===== src/rtl/lsu_if.sv =====
`default_nettype none
// ============================================================================
// Module   : lsu_if
// Brief    : Bundle for the LSU. It carries the core-side request/response
//            channel and the downstream valid/ready data bus.
//            The slave modport is the LSU's view. The master modport is the
//            view of the environment that drives the core and bus inputs.
// Revision : 1.0  initial release
// ============================================================================
interface lsu_if;
    // core request / response channel
    logic        req_valid;
    logic        req_ready;
    logic        mem_rd_en;
    logic        mem_wr_en;
    logic [2:0]  mem_op;
    logic [31:0] addr;
    logic [31:0] wdata;
    logic        resp_valid;
    logic        resp_err;
    logic [31:0] rdata;
    // data bus channel
    logic        bus_req_valid;
    logic        bus_req_ready;
    logic        bus_we;
    logic [31:0] bus_addr;
    logic [31:0] bus_wdata;
    logic [3:0]  bus_wstrb;
    logic        bus_resp_valid;
    logic        bus_resp_ready;
    logic [31:0] bus_rdata;

    modport slave (
        input  req_valid, mem_rd_en, mem_wr_en, mem_op, addr, wdata,
        input  bus_req_ready, bus_resp_valid, bus_rdata,
        output req_ready, resp_valid, resp_err, rdata,
        output bus_req_valid, bus_we, bus_addr, bus_wdata, bus_wstrb,
        output bus_resp_ready
    );

    modport master (
        output req_valid, mem_rd_en, mem_wr_en, mem_op, addr, wdata,
        output bus_req_ready, bus_resp_valid, bus_rdata,
        input  req_ready, resp_valid, resp_err, rdata,
        input  bus_req_valid, bus_we, bus_addr, bus_wdata, bus_wstrb,
        input  bus_resp_ready
    );
endinterface
`default_nettype wire


===== src/rtl/lsu.sv =====
`default_nettype none
// ============================================================================
// Module   : lsu
// Brief    : Load/store unit. It runs one memory transaction at a time over a
//            valid/ready bus and handles lane alignment, write strobes and
//            misalignment/illegal-op errors. Load results are sign- or
//            zero-extended.
// Revision : 1.0  initial release
// ============================================================================
module lsu (
    input  logic  clk,
    input  logic  rst_n,
    lsu_if.slave  io
);

    typedef enum logic [1:0] {
        S_IDLE = 2'd0,
        S_REQ  = 2'd1,
        S_RESP = 2'd2,
        S_DONE = 2'd3
    } state_t;

    state_t      r_state;
    state_t      w_state_next;

    // request fields captured on accept
    logic        r_is_load;
    logic        r_err;
    logic [2:0]  r_op;
    logic [1:0]  r_off;
    logic [31:0] r_rdata;
    logic        r_bus_we;
    logic [31:0] r_bus_addr;
    logic [31:0] r_bus_wdata;
    logic [3:0]  r_bus_wstrb;

    // request decode (from live inputs, only meaningful on accept)
    logic        w_accept;
    logic        w_any;
    logic        w_op_legal;
    logic        w_is_byte;
    logic        w_is_half;
    logic        w_is_word;
    logic        w_misalign;
    logic        w_err;
    logic        w_go_bus;
    logic        w_is_store;
    logic [3:0]  w_strb;
    logic [31:0] w_wdata;

    // load extraction
    logic [31:0] w_shifted;
    logic [31:0] w_load_data;

    assign w_accept = (r_state == S_IDLE) && io.req_valid;

    // Classify the incoming request and build its lane strobes and lane data.
    always_comb begin
        w_op_legal = 1'b0;
        w_is_byte  = 1'b0;
        w_is_half  = 1'b0;
        w_is_word  = 1'b0;
        case (io.mem_op)
            3'b000, 3'b100: begin w_op_legal = 1'b1; w_is_byte = 1'b1; end
            3'b001, 3'b101: begin w_op_legal = 1'b1; w_is_half = 1'b1; end
            3'b010:         begin w_op_legal = 1'b1; w_is_word = 1'b1; end
            default:        w_op_legal = 1'b0;
        endcase

        w_any      = io.mem_rd_en | io.mem_wr_en;
        w_misalign = (w_is_half & io.addr[0]) | (w_is_word & (|io.addr[1:0]));
        // The op field only matters when an enable is set. A request with no
        // enable is a no-op and never an error.
        w_err      = (io.mem_rd_en & io.mem_wr_en)
                   | (w_any & (~w_op_legal | w_misalign));
        w_go_bus   = w_any & ~w_err;
        w_is_store = io.mem_wr_en & w_go_bus;

        w_strb  = 4'b1111;
        w_wdata = io.wdata;
        if (w_is_byte) begin
            w_strb  = 4'b0001 << io.addr[1:0];
            w_wdata = {4{io.wdata[7:0]}};
        end else if (w_is_half) begin
            w_strb  = 4'b0011 << io.addr[1:0];
            w_wdata = {2{io.wdata[15:0]}};
        end
    end

    // Align the returned word to the accessed lane, then extend it by format.
    always_comb begin
        w_shifted = io.bus_rdata >> {r_off, 3'b000};
        case (r_op)
            3'b000:  w_load_data = {{24{w_shifted[7]}}, w_shifted[7:0]};
            3'b100:  w_load_data = {24'd0, w_shifted[7:0]};
            3'b001:  w_load_data = {{16{w_shifted[15]}}, w_shifted[15:0]};
            3'b101:  w_load_data = {16'd0, w_shifted[15:0]};
            default: w_load_data = w_shifted;
        endcase
    end

    // State register.
    always_ff @(posedge clk or negedge rst_n) begin
        if (!rst_n) begin
            r_state <= S_IDLE;
        end else begin
            r_state <= w_state_next;
        end
    end

    // Next-state logic. Errors and no-ops go straight to DONE without touching the bus.
    always_comb begin
        w_state_next = r_state;
        case (r_state)
            S_IDLE: if (io.req_valid)     w_state_next = w_go_bus ? S_REQ : S_DONE;
            S_REQ:  if (io.bus_req_ready) w_state_next = S_RESP;
            S_RESP: if (io.bus_resp_valid) w_state_next = S_DONE;
            S_DONE: w_state_next = S_IDLE;
            default: w_state_next = S_IDLE;
        endcase
    end

    // Capture request fields on accept. Load data is captured when the bus response arrives.
    always_ff @(posedge clk or negedge rst_n) begin
        if (!rst_n) begin
            r_is_load   <= 1'b0;
            r_err       <= 1'b0;
            r_op        <= 3'd0;
            r_off       <= 2'd0;
            r_rdata     <= 32'd0;
            r_bus_we    <= 1'b0;
            r_bus_addr  <= 32'd0;
            r_bus_wdata <= 32'd0;
            r_bus_wstrb <= 4'd0;
        end else if (w_accept) begin
            r_is_load   <= io.mem_rd_en & w_go_bus;
            r_err       <= w_err;
            r_op        <= io.mem_op;
            r_off       <= io.addr[1:0];
            // rdata reads as zero for stores, errors and no-ops.
            r_rdata     <= 32'd0;
            r_bus_we    <= w_is_store;
            r_bus_addr  <= {io.addr[31:2], 2'b00};
            r_bus_wdata <= w_is_store ? w_wdata : 32'd0;
            r_bus_wstrb <= w_is_store ? w_strb : 4'd0;
        end else if ((r_state == S_RESP) && io.bus_resp_valid && r_is_load) begin
            r_rdata     <= w_load_data;
        end
    end

    // Handshake outputs are decoded from state only.
    assign io.req_ready      = (r_state == S_IDLE);
    assign io.bus_req_valid  = (r_state == S_REQ);
    assign io.bus_resp_ready = (r_state == S_RESP);
    assign io.resp_valid     = (r_state == S_DONE);
    assign io.resp_err       = (r_state == S_DONE) & r_err;
    assign io.rdata          = r_rdata;
    assign io.bus_we         = r_bus_we;
    assign io.bus_addr       = r_bus_addr;
    assign io.bus_wdata      = r_bus_wdata;
    assign io.bus_wstrb      = r_bus_wstrb;

endmodule
`default_nettype wire


===== src/flat_wrapper.sv =====
// flat-port wrapper written by rule: the top's interface ports become plain ports
module lsu_flat 
  (clk, rst_n, io_req_valid, io_mem_rd_en, io_mem_wr_en, io_mem_op, io_addr, io_wdata, io_bus_req_ready, io_bus_resp_valid, io_bus_rdata, io_req_ready, io_resp_valid, io_resp_err, io_rdata, io_bus_req_valid, io_bus_we, io_bus_addr, io_bus_wdata, io_bus_wstrb, io_bus_resp_ready);
  lsu_if io_i ();
  input  logic clk;
  input  logic rst_n;
  input wire logic [$bits(io_i.req_valid)-1:0] io_req_valid;
  input wire logic [$bits(io_i.mem_rd_en)-1:0] io_mem_rd_en;
  input wire logic [$bits(io_i.mem_wr_en)-1:0] io_mem_wr_en;
  input wire logic [$bits(io_i.mem_op)-1:0] io_mem_op;
  input wire logic [$bits(io_i.addr)-1:0] io_addr;
  input wire logic [$bits(io_i.wdata)-1:0] io_wdata;
  input wire logic [$bits(io_i.bus_req_ready)-1:0] io_bus_req_ready;
  input wire logic [$bits(io_i.bus_resp_valid)-1:0] io_bus_resp_valid;
  input wire logic [$bits(io_i.bus_rdata)-1:0] io_bus_rdata;
  output wire logic [$bits(io_i.req_ready)-1:0] io_req_ready;
  output wire logic [$bits(io_i.resp_valid)-1:0] io_resp_valid;
  output wire logic [$bits(io_i.resp_err)-1:0] io_resp_err;
  output wire logic [$bits(io_i.rdata)-1:0] io_rdata;
  output wire logic [$bits(io_i.bus_req_valid)-1:0] io_bus_req_valid;
  output wire logic [$bits(io_i.bus_we)-1:0] io_bus_we;
  output wire logic [$bits(io_i.bus_addr)-1:0] io_bus_addr;
  output wire logic [$bits(io_i.bus_wdata)-1:0] io_bus_wdata;
  output wire logic [$bits(io_i.bus_wstrb)-1:0] io_bus_wstrb;
  output wire logic [$bits(io_i.bus_resp_ready)-1:0] io_bus_resp_ready;
  assign io_i.req_valid = io_req_valid;
  assign io_i.mem_rd_en = io_mem_rd_en;
  assign io_i.mem_wr_en = io_mem_wr_en;
  assign io_i.mem_op = io_mem_op;
  assign io_i.addr = io_addr;
  assign io_i.wdata = io_wdata;
  assign io_i.bus_req_ready = io_bus_req_ready;
  assign io_i.bus_resp_valid = io_bus_resp_valid;
  assign io_i.bus_rdata = io_bus_rdata;
  assign io_req_ready = io_i.req_ready;
  assign io_resp_valid = io_i.resp_valid;
  assign io_resp_err = io_i.resp_err;
  assign io_rdata = io_i.rdata;
  assign io_bus_req_valid = io_i.bus_req_valid;
  assign io_bus_we = io_i.bus_we;
  assign io_bus_addr = io_i.bus_addr;
  assign io_bus_wdata = io_i.bus_wdata;
  assign io_bus_wstrb = io_i.bus_wstrb;
  assign io_bus_resp_ready = io_i.bus_resp_ready;
  lsu u_core (.clk(clk), .rst_n(rst_n), .io(io_i));
endmodule

===== config.mk =====
export PLATFORM = sky130hd
export DESIGN_NAME = lsu_flat
export DESIGN_NICKNAME = d
export VERILOG_FILES = /design/src/rtl/lsu_if.sv /design/src/rtl/lsu.sv /design/src/flat_wrapper.sv
export SDC_FILE = /design/constraint.sdc
export NUM_CORES = 1
export LEC_CHECK = 0
export BUFFER_PORTS_ARGS = -buffer_cell sky130_fd_sc_hd__buf_4
export CAP_MARGIN = 0
export CORE_AREA = 2 2 107 109
export CTS_CLUSTER_DIAMETER = 30
export DETAILED_ROUTE_END_ITERATION = 12
export DIE_AREA = 0 0 109 111
export PLACE_DENSITY = 0.78
export RECOVER_POWER = 50
export SLEW_MARGIN = 20
export SYNTH_ARGS = -nofsm -noshare
export SYNTH_HDL_FRONTEND = slang
export SYNTH_SLANG_ARGS = --single-unit

===== constraint.sdc =====
create_clock -name clk -period 2.52 [get_ports clk]
set_input_delay 0.126 -clock clk [delete_from_list [all_inputs] [get_ports clk]]
set_output_delay 0.126 -clock clk [all_outputs]
set_load 0.01 [all_outputs]

==> run_results.csv, run 1 <==
group,metric,value,unit
route,drtIter0Drc,191,
global_route,grt_busiest_layer,"met2",
yosys,ys_ff_latch,108,
die,num_rows,39,
global_route,use_met2,0.374,
cts,numCtsBuffers,9,
setup_path,worstSetupPathType,"flip-flop to flip-flop",
sta,hold_ws,14.9,ps
yosys,yosysTopAreaCell,"dfrtp_1",
yosys,syn-cell-area,5140,sq um
die,die_w,109,microns
setup_path,worstPathRequired,2790,ps
route,drtPass1Iterations,4,
min_path,hold_end,"u_core.io.bus_addr[28]$_DFFE_PN0P_",
global_route,overflow,0,
setup_path,end_kind,"flip-flop",
cts,cts_resized,0,
yosys,synth_area_leaders,"dfrtp_1 (53%), mux2_2 (9.0%), mux2i_1 (7.6%)",
sta,slew_viol_final,0,
placement,post_dp_cell_area,6800,sq um
die,start_util,0.464,
global_route,antenna_found_initial,0,
yosys,ys_types,43,
global_route,grt_util_met3,0.0582,
sta,finalHoldViolations,0,
setup_path,r2r_end,"u_core.io.rdata[31]$_DFFE_PN0P_",
yosys,synth_commonest_cells,"dfrtp_1 (108), nand2_1 (53), o21ai_0 (48), mux2_2 (41), mux2i_1 (39)",
route,wl_per_cell,17.0,microns
yosys,ys_seq_area_frac,0.526,
sta,fin_tns_setup,0,ps
die,io_pins,212,
setup_path,critPathMaxFanout,8,
sta,period_share,0.851,
placement,place.gp.congestion,0.888,
layout,drive_gt1_frac,0.293,
cts,postCtsSetupRepairBufs,0,
sta,setup_ws,375,ps
layout,syn2layout_area_growth,31.6,%
sta,setup_viol,0,
cts,cts.sinks,108,
placement,port_buffers,209,
cts,holdBufCountCts,4,
route,drc,0,
yosys,synth_most_common_cell,"dfrtp_1",
sta,relSlewSlack,0.133,
die,die_area,12100,sq um
layout,antenna_cells,0,
power,ir_drop,0.426,mV
route,dr_total_vias,4285,
global_route,grtUsageMet1,0.285,
yosys,synth_warnings,0,
sta,tightest_slew,1300,ps
yosys,netlist_instances,454,
yosys,async_flop_share,1.00,
setup_path,rr_startpoint,"u_core.r_state[0]$_DFFE_PN0P_",
min_path,hold_start,"io_addr[28]",
global_route,track_usage,0.226,
yosys,synth_top_flop_cell,"dfrtp_1",
cts,cts_root_buf,"clkbuf_16",
power,leakage,3.16,nW
cts,cts_tree,"yes",
min_path,hold_class,"input port to flip-flop",
sta,rsz0062_at_grt,"false",
power,p_per_area,963,nW/um^2
route,wirelength,13.7,mm
sta,clock.fmax,466,MHz
cts,clk-insertion-delay-late,340,ps
flow_run,max_cap_violations,0,
global_route,grt_pass1_wl,21.3,mm
placement,dp_hpwl,10.0,mm
global_route,grt_pass1_vias,4298,
placement,dp_slack,357,ps
die,die_h,111,microns
route,ant_nets,0,
die,core_area,11100,sq um
yosys,synth_edf_count,0,
setup_path,arrival,2420,ps
setup_path,reg2regPathDepth,6,
yosys,syn_avg_cell_area,11.3,sq um
route,viasPerCell,5.32,
sta,layout_min_cycle_time,2150,ps
cts,clk_pin_slew_worst_paths,80,ps
global_route,grt_max_degree,60,
sta,skew,7.94,ps
layout,post-route-util,0.611,
yosys,synth_top_area_share,0.526,
setup_path,crit_path_start_kind,"flip-flop",
setup_path,ff2ff_setup_slack,370,ps
outcome,outcome,"finished, final reports clean",
cts,cts_buffer_depth,2,
layout,final_cell_area,6760,sq um
cts,htreeDepth,3,
layout,nets,771,
min_path,whs_path_depth,2,
-- worst max-delay path by stage --
stage          slack (ps)                              end                          start  cells past startpoint
2_1_floorplan         670  u_core.io.rdata[24]$_DFFE_PN0P_  u_core.r_state[0]$_DFFE_PN0P_                      6
3_3_place_gp          530  u_core.io.rdata[30]$_DFFE_PN0P_  u_core.r_state[0]$_DFFE_PN0P_                      6
3_5_place_dp          360  u_core.io.rdata[31]$_DFFE_PN0P_  u_core.r_state[0]$_DFFE_PN0P_                      6
4_1_cts               350  u_core.io.rdata[31]$_DFFE_PN0P_  u_core.r_state[0]$_DFFE_PN0P_                      6
5_1_grt               200  u_core.io.rdata[25]$_DFFE_PN0P_  u_core.r_state[0]$_DFFE_PN0P_                      6
6_report              370  u_core.io.rdata[31]$_DFFE_PN0P_  u_core.r_state[0]$_DFFE_PN0P_                      6
-- area by class of cell --
class / count / area [sq um]
Multi-Input combinational cell: 305 / 2230
Sequential cell: 108 / 2700
Inverter: 8 / 30.0
Timing Repair Buffer: 225 / 1340
Fill cell: 1006 / 4310
Tap cell: 143 / 179
Clock inverter: 6 / 48.8
Clock buffer: 10 / 229
-- registers in the layout, indices dropped and copies added, names as in the netlist --
name / flops
u_core.io.bus_addr: 30
u_core.io.bus_wstrb: 4
u_core.r_off: 2
u_core.io.bus_we: 1
u_core.r_op: 3
u_core.io.bus_wdata: 32
u_core.r_state: 2
u_core.r_err: 1
u_core.r_is_load: 1
u_core.io.rdata: 32
-- metal layers --
layer / vias up / share of wire
li1: 2021 / -
met1: 2072 / 0.40
met2: 178 / 0.50
met3: 14 / 0.086
met4: 0 / 0.012
met5: - / 0
-- per-stage QoR --
step                total power (W)  std cells
global route                0.00694        805
floorplan                   0.00428        455
detailed placement          0.00563        783
finish                      0.00651        805
global placement            0.00552        783
CTS                         0.00696        803
-- worst max-delay path, stage by stage, from the launching register on --
cell,delay [ps]
dfrtp_1,380
inv_1,80
ha_1,280
nand2_1,160
nand4_4,180
nor3_1,730
a221o_1,270
-- cell families (layout without fill, tap and decap cells) --
kind of cell,count (synthesis),count (layout),synth area share
AO/OA/AOI/OAI,115,115,0.145
XOR/XNOR,1,1,0.00170
adder cells (fa/ha/maj),8,8,0.0195
buffers and inverters,42,249,0.0416
flip-flops,108,108,0.526
multiplexers,81,81,0.170
other,1,2,0.000730
AND/OR/NAND/NOR,98,98,0.0957
-- layout by cell type, fill, tap and decap left out, types with 2 or more instances in the layout --
cell type / count
a211oi_1: 2
a21oi_1: 24
a221o_1: 16
a22o_1: 8
and2_1: 2
and3_1: 2
buf_4: 118
clkbuf_1: 100
clkbuf_16: 9
clkinvlp_4: 2
conb_1: 2
dfrtp_1: 108
dlygate4sd3_1: 6
ha_1: 8
inv_1: 8
mux2_2: 41
mux2i_1: 39
nand2_1: 53
nand3b_1: 8
nor2_1: 21
nor2b_1: 2
o21ai_0: 48
o21ai_2: 8
-- report_power, final --
part | internal (W) | leakage [nW] | total, W | switching, W
sequential | 0.00229 | 1.42 | 0.00267 | 0.000376
combinational | 0.00113 | 1.61 | 0.00252 | 0.00139
clock | 0.000682 | 0.131 | 0.00133 | 0.000644
Note: power is estimated with default switching activity, not from simulation.
==> run 2: changes to the inputs <==
==> constraint.sdc (replaced) <==
create_clock -name clk -period 2.52 [get_ports clk]
set_input_delay 0.126 -clock clk [delete_from_list [all_inputs] [get_ports clk]]
set_output_delay 0.126 -clock clk [all_outputs]
set_load 0.005 [all_outputs]
==> run 2 against run 1 <==
Compared with the run above:
- largest power group unchanged
- critical path depth unchanged
- core utilization up 2.8 points
- maximum frequency down 0.13%
- register-to-register slack about the same
- final cell count unchanged
- critical path type unchanged
==> run_results.csv, run 2 (same netlist as run 1, synthesis figures left out) <==
group,metric,value,unit
outcome,outcome,"finished, final reports clean",
sta,setup_viol,0,
flow_run,max_cap_violations,0,
global_route,track_usage,0.226,
power,p_per_area,930,nW/um^2
placement,place.gp.congestion,0.888,
sta,finalHoldViolations,0,
route,wirelength,13.5,mm
layout,syn2layout_area_growth,37.7,%
die,num_rows,39,
sta,skew,7.95,ps
route,ant_nets,0,
cts,cts.sinks,108,
die,die_area,12100,sq um
sta,relSlewSlack,0.129,
setup_path,ff2ff_setup_slack,370,ps
layout,antenna_cells,0,
placement,port_buffers,209,
sta,clock.fmax,466,MHz
sta,fin_tns_setup,0,ps
power,ir_drop,0.456,mV
sta,tightest_slew,1310,ps
cts,clk-insertion-delay-late,340,ps
die,start_util,0.464,
global_route,antenna_found_initial,0,
sta,rsz0062_at_grt,"false",
setup_path,cp_cell_sequence,"inv_1 > ha_1 > nand2_1 > nand4_4 > nor3_1 > a221o_1",
setup_path,worstPathRequired,2800,ps
route,viasPerCell,5.36,
route,dr_total_vias,4317,
setup_path,slowest_delay,730,ps
die,core_area,11100,sq um
setup_path,r2r_end,"u_core.io.rdata[31]$_DFFE_PN0P_",
sta,layout_min_cycle_time,2150,ps
cts,cts_resized,0,
setup_path,critPathMaxFanout,8,
route,drc,0,
global_route,grt_pass1_vias,4298,
setup_path,rr_startpoint,"u_core.r_state[0]$_DFFE_PN0P_",
min_path,hold_class,"input port to flip-flop",
die,die_w,109,microns
die,die_h,111,microns
cts,cts_buffer_depth,2,
die,io_pins,212,
global_route,grt_pass1_wl,21.3,mm
route,drtPass1Iterations,4,
cts,cts_tree,"yes",
route,wl_per_cell,16.8,microns
cts,postCtsSetupRepairBufs,0,
layout,post-route-util,0.639,
setup_path,worstSetupPathType,"flip-flop to flip-flop",
setup_path,crit_start,"u_core.r_state[0]$_DFFE_PN0P_",
layout,nets,771,
route,drtIter0Drc,221,
layout,final_common_cell,"buf_4",
setup_path,endpoint,"u_core.io.rdata[31]$_DFFE_PN0P_",
global_route,grt_max_degree,60,
setup_path,arrival,2420,ps
power,leakage,3.46,nW
layout,nFillCells,907,
setup_path,crit_path_start_kind,"flip-flop",
cts,cts_root_buf,"clkbuf_16",
cts,numCtsBuffers,9,
cts,htreeDepth,3,
setup_path,end_kind,"flip-flop",
setup_path,cpMaxStageDelayCell,"nor3_1",
global_route,overflow,0,
sta,slew_viol_final,0,
cts,holdBufCountCts,4,
layout,drive_gt1_frac,0.418,
sta,period_share,0.852,
cts,clk_pin_slew_worst_paths,80,ps
placement,dp_hpwl,10.0,mm
setup_path,reg2regPathDepth,6,
layout,final_cell_mix,"buf_4 (118), dfrtp_1 (108), clkbuf_4 (83)",
run 2: layout make-up:
| class | count | area (sq um) | area share |
|---|---|---|---|
| clock inverter | 6 | 48.8 | 0.00690 |
| clock buffer | 10 | 229 | 0.0324 |
| tap | 143 | 179 | 0.0253 |
| timing repair buffer | 225 | 1650 | 0.234 |
| multi-input combinational | 305 | 2230 | 0.315 |
| inverter | 8 | 30.0 | 0.00424 |
| sequential | 108 | 2700 | 0.382 |
run 2: routing by layer:
metal  part of all wire  vias to the layer above  global-route usage
li1                   -                     2019                   -
met1               0.39                     2098               0.285
met2               0.50                      183               0.374
met3              0.089                       17              0.0582
met4              0.015                        0              0.0761
met5                  0                        -                   0
run 2: worst min-delay path by stage:
| stage | to | slack (ps) | start | depth (start not counted) |
|---|---|---|---|---|
| 2_1_floorplan | u_core.io.bus_addr[10]$_DFFE_PN0P_ | -170 | rst_n | 0 |
| 3_3_place_gp | u_core.io.bus_addr[12]$_DFFE_PN0P_ | 190 | rst_n | 1 |
| 3_5_place_dp | u_core.io.bus_addr[14]$_DFFE_PN0P_ | 200 | rst_n | 1 |
| 4_1_cts | u_core.io.bus_addr[15]$_DFFE_PN0P_ | 0.2 | io_addr[15] | 2 |
| 5_1_grt | u_core.io.bus_addr[15]$_DFFE_PN0P_ | 0.2 | io_addr[15] | 2 |
| 6_report | u_core.io.bus_addr[28]$_DFFE_PN0P_ | 10 | io_addr[28] | 2 |
run 2: stage by stage:
| stage | worst slack (ps) | hold slack (ps) | instance area, sq um | total power, W | cells |
|---|---|---|---|---|---|
| finish | 372 | 14.1 | 7080 | 0.00658 | 805 |
| global route | 198 | 0.204 | 7080 | 0.00703 | 805 |
| floorplan | 702 | -170 | 5140 | 0.00407 | 455 |
| global placement | 534 | 186 | 6800 | 0.00530 | 783 |
| CTS | 350 | 0.173 | 7120 | 0.00674 | 803 |
| detailed placement | 357 | 199 | 6800 | 0.00541 | 783 |
run 2: critical path, delay by kind of cell (launching register included):
kind / cells / cell delay [ps]
compound gates: 1 / 270
fa+ha+maj: 1 / 280
buf+inv: 1 / 80
flops: 1 / 380
simple gates: 3 / 1070
run 2: report_power, final:
group	internal (W)	total [W]	switching [W]
clock	0.000682	0.00132	0.000642
combinational	0.00142	0.00259	0.00117
sequential	0.00229	0.00267	0.000375
total	0.00439	0.00658	0.00219
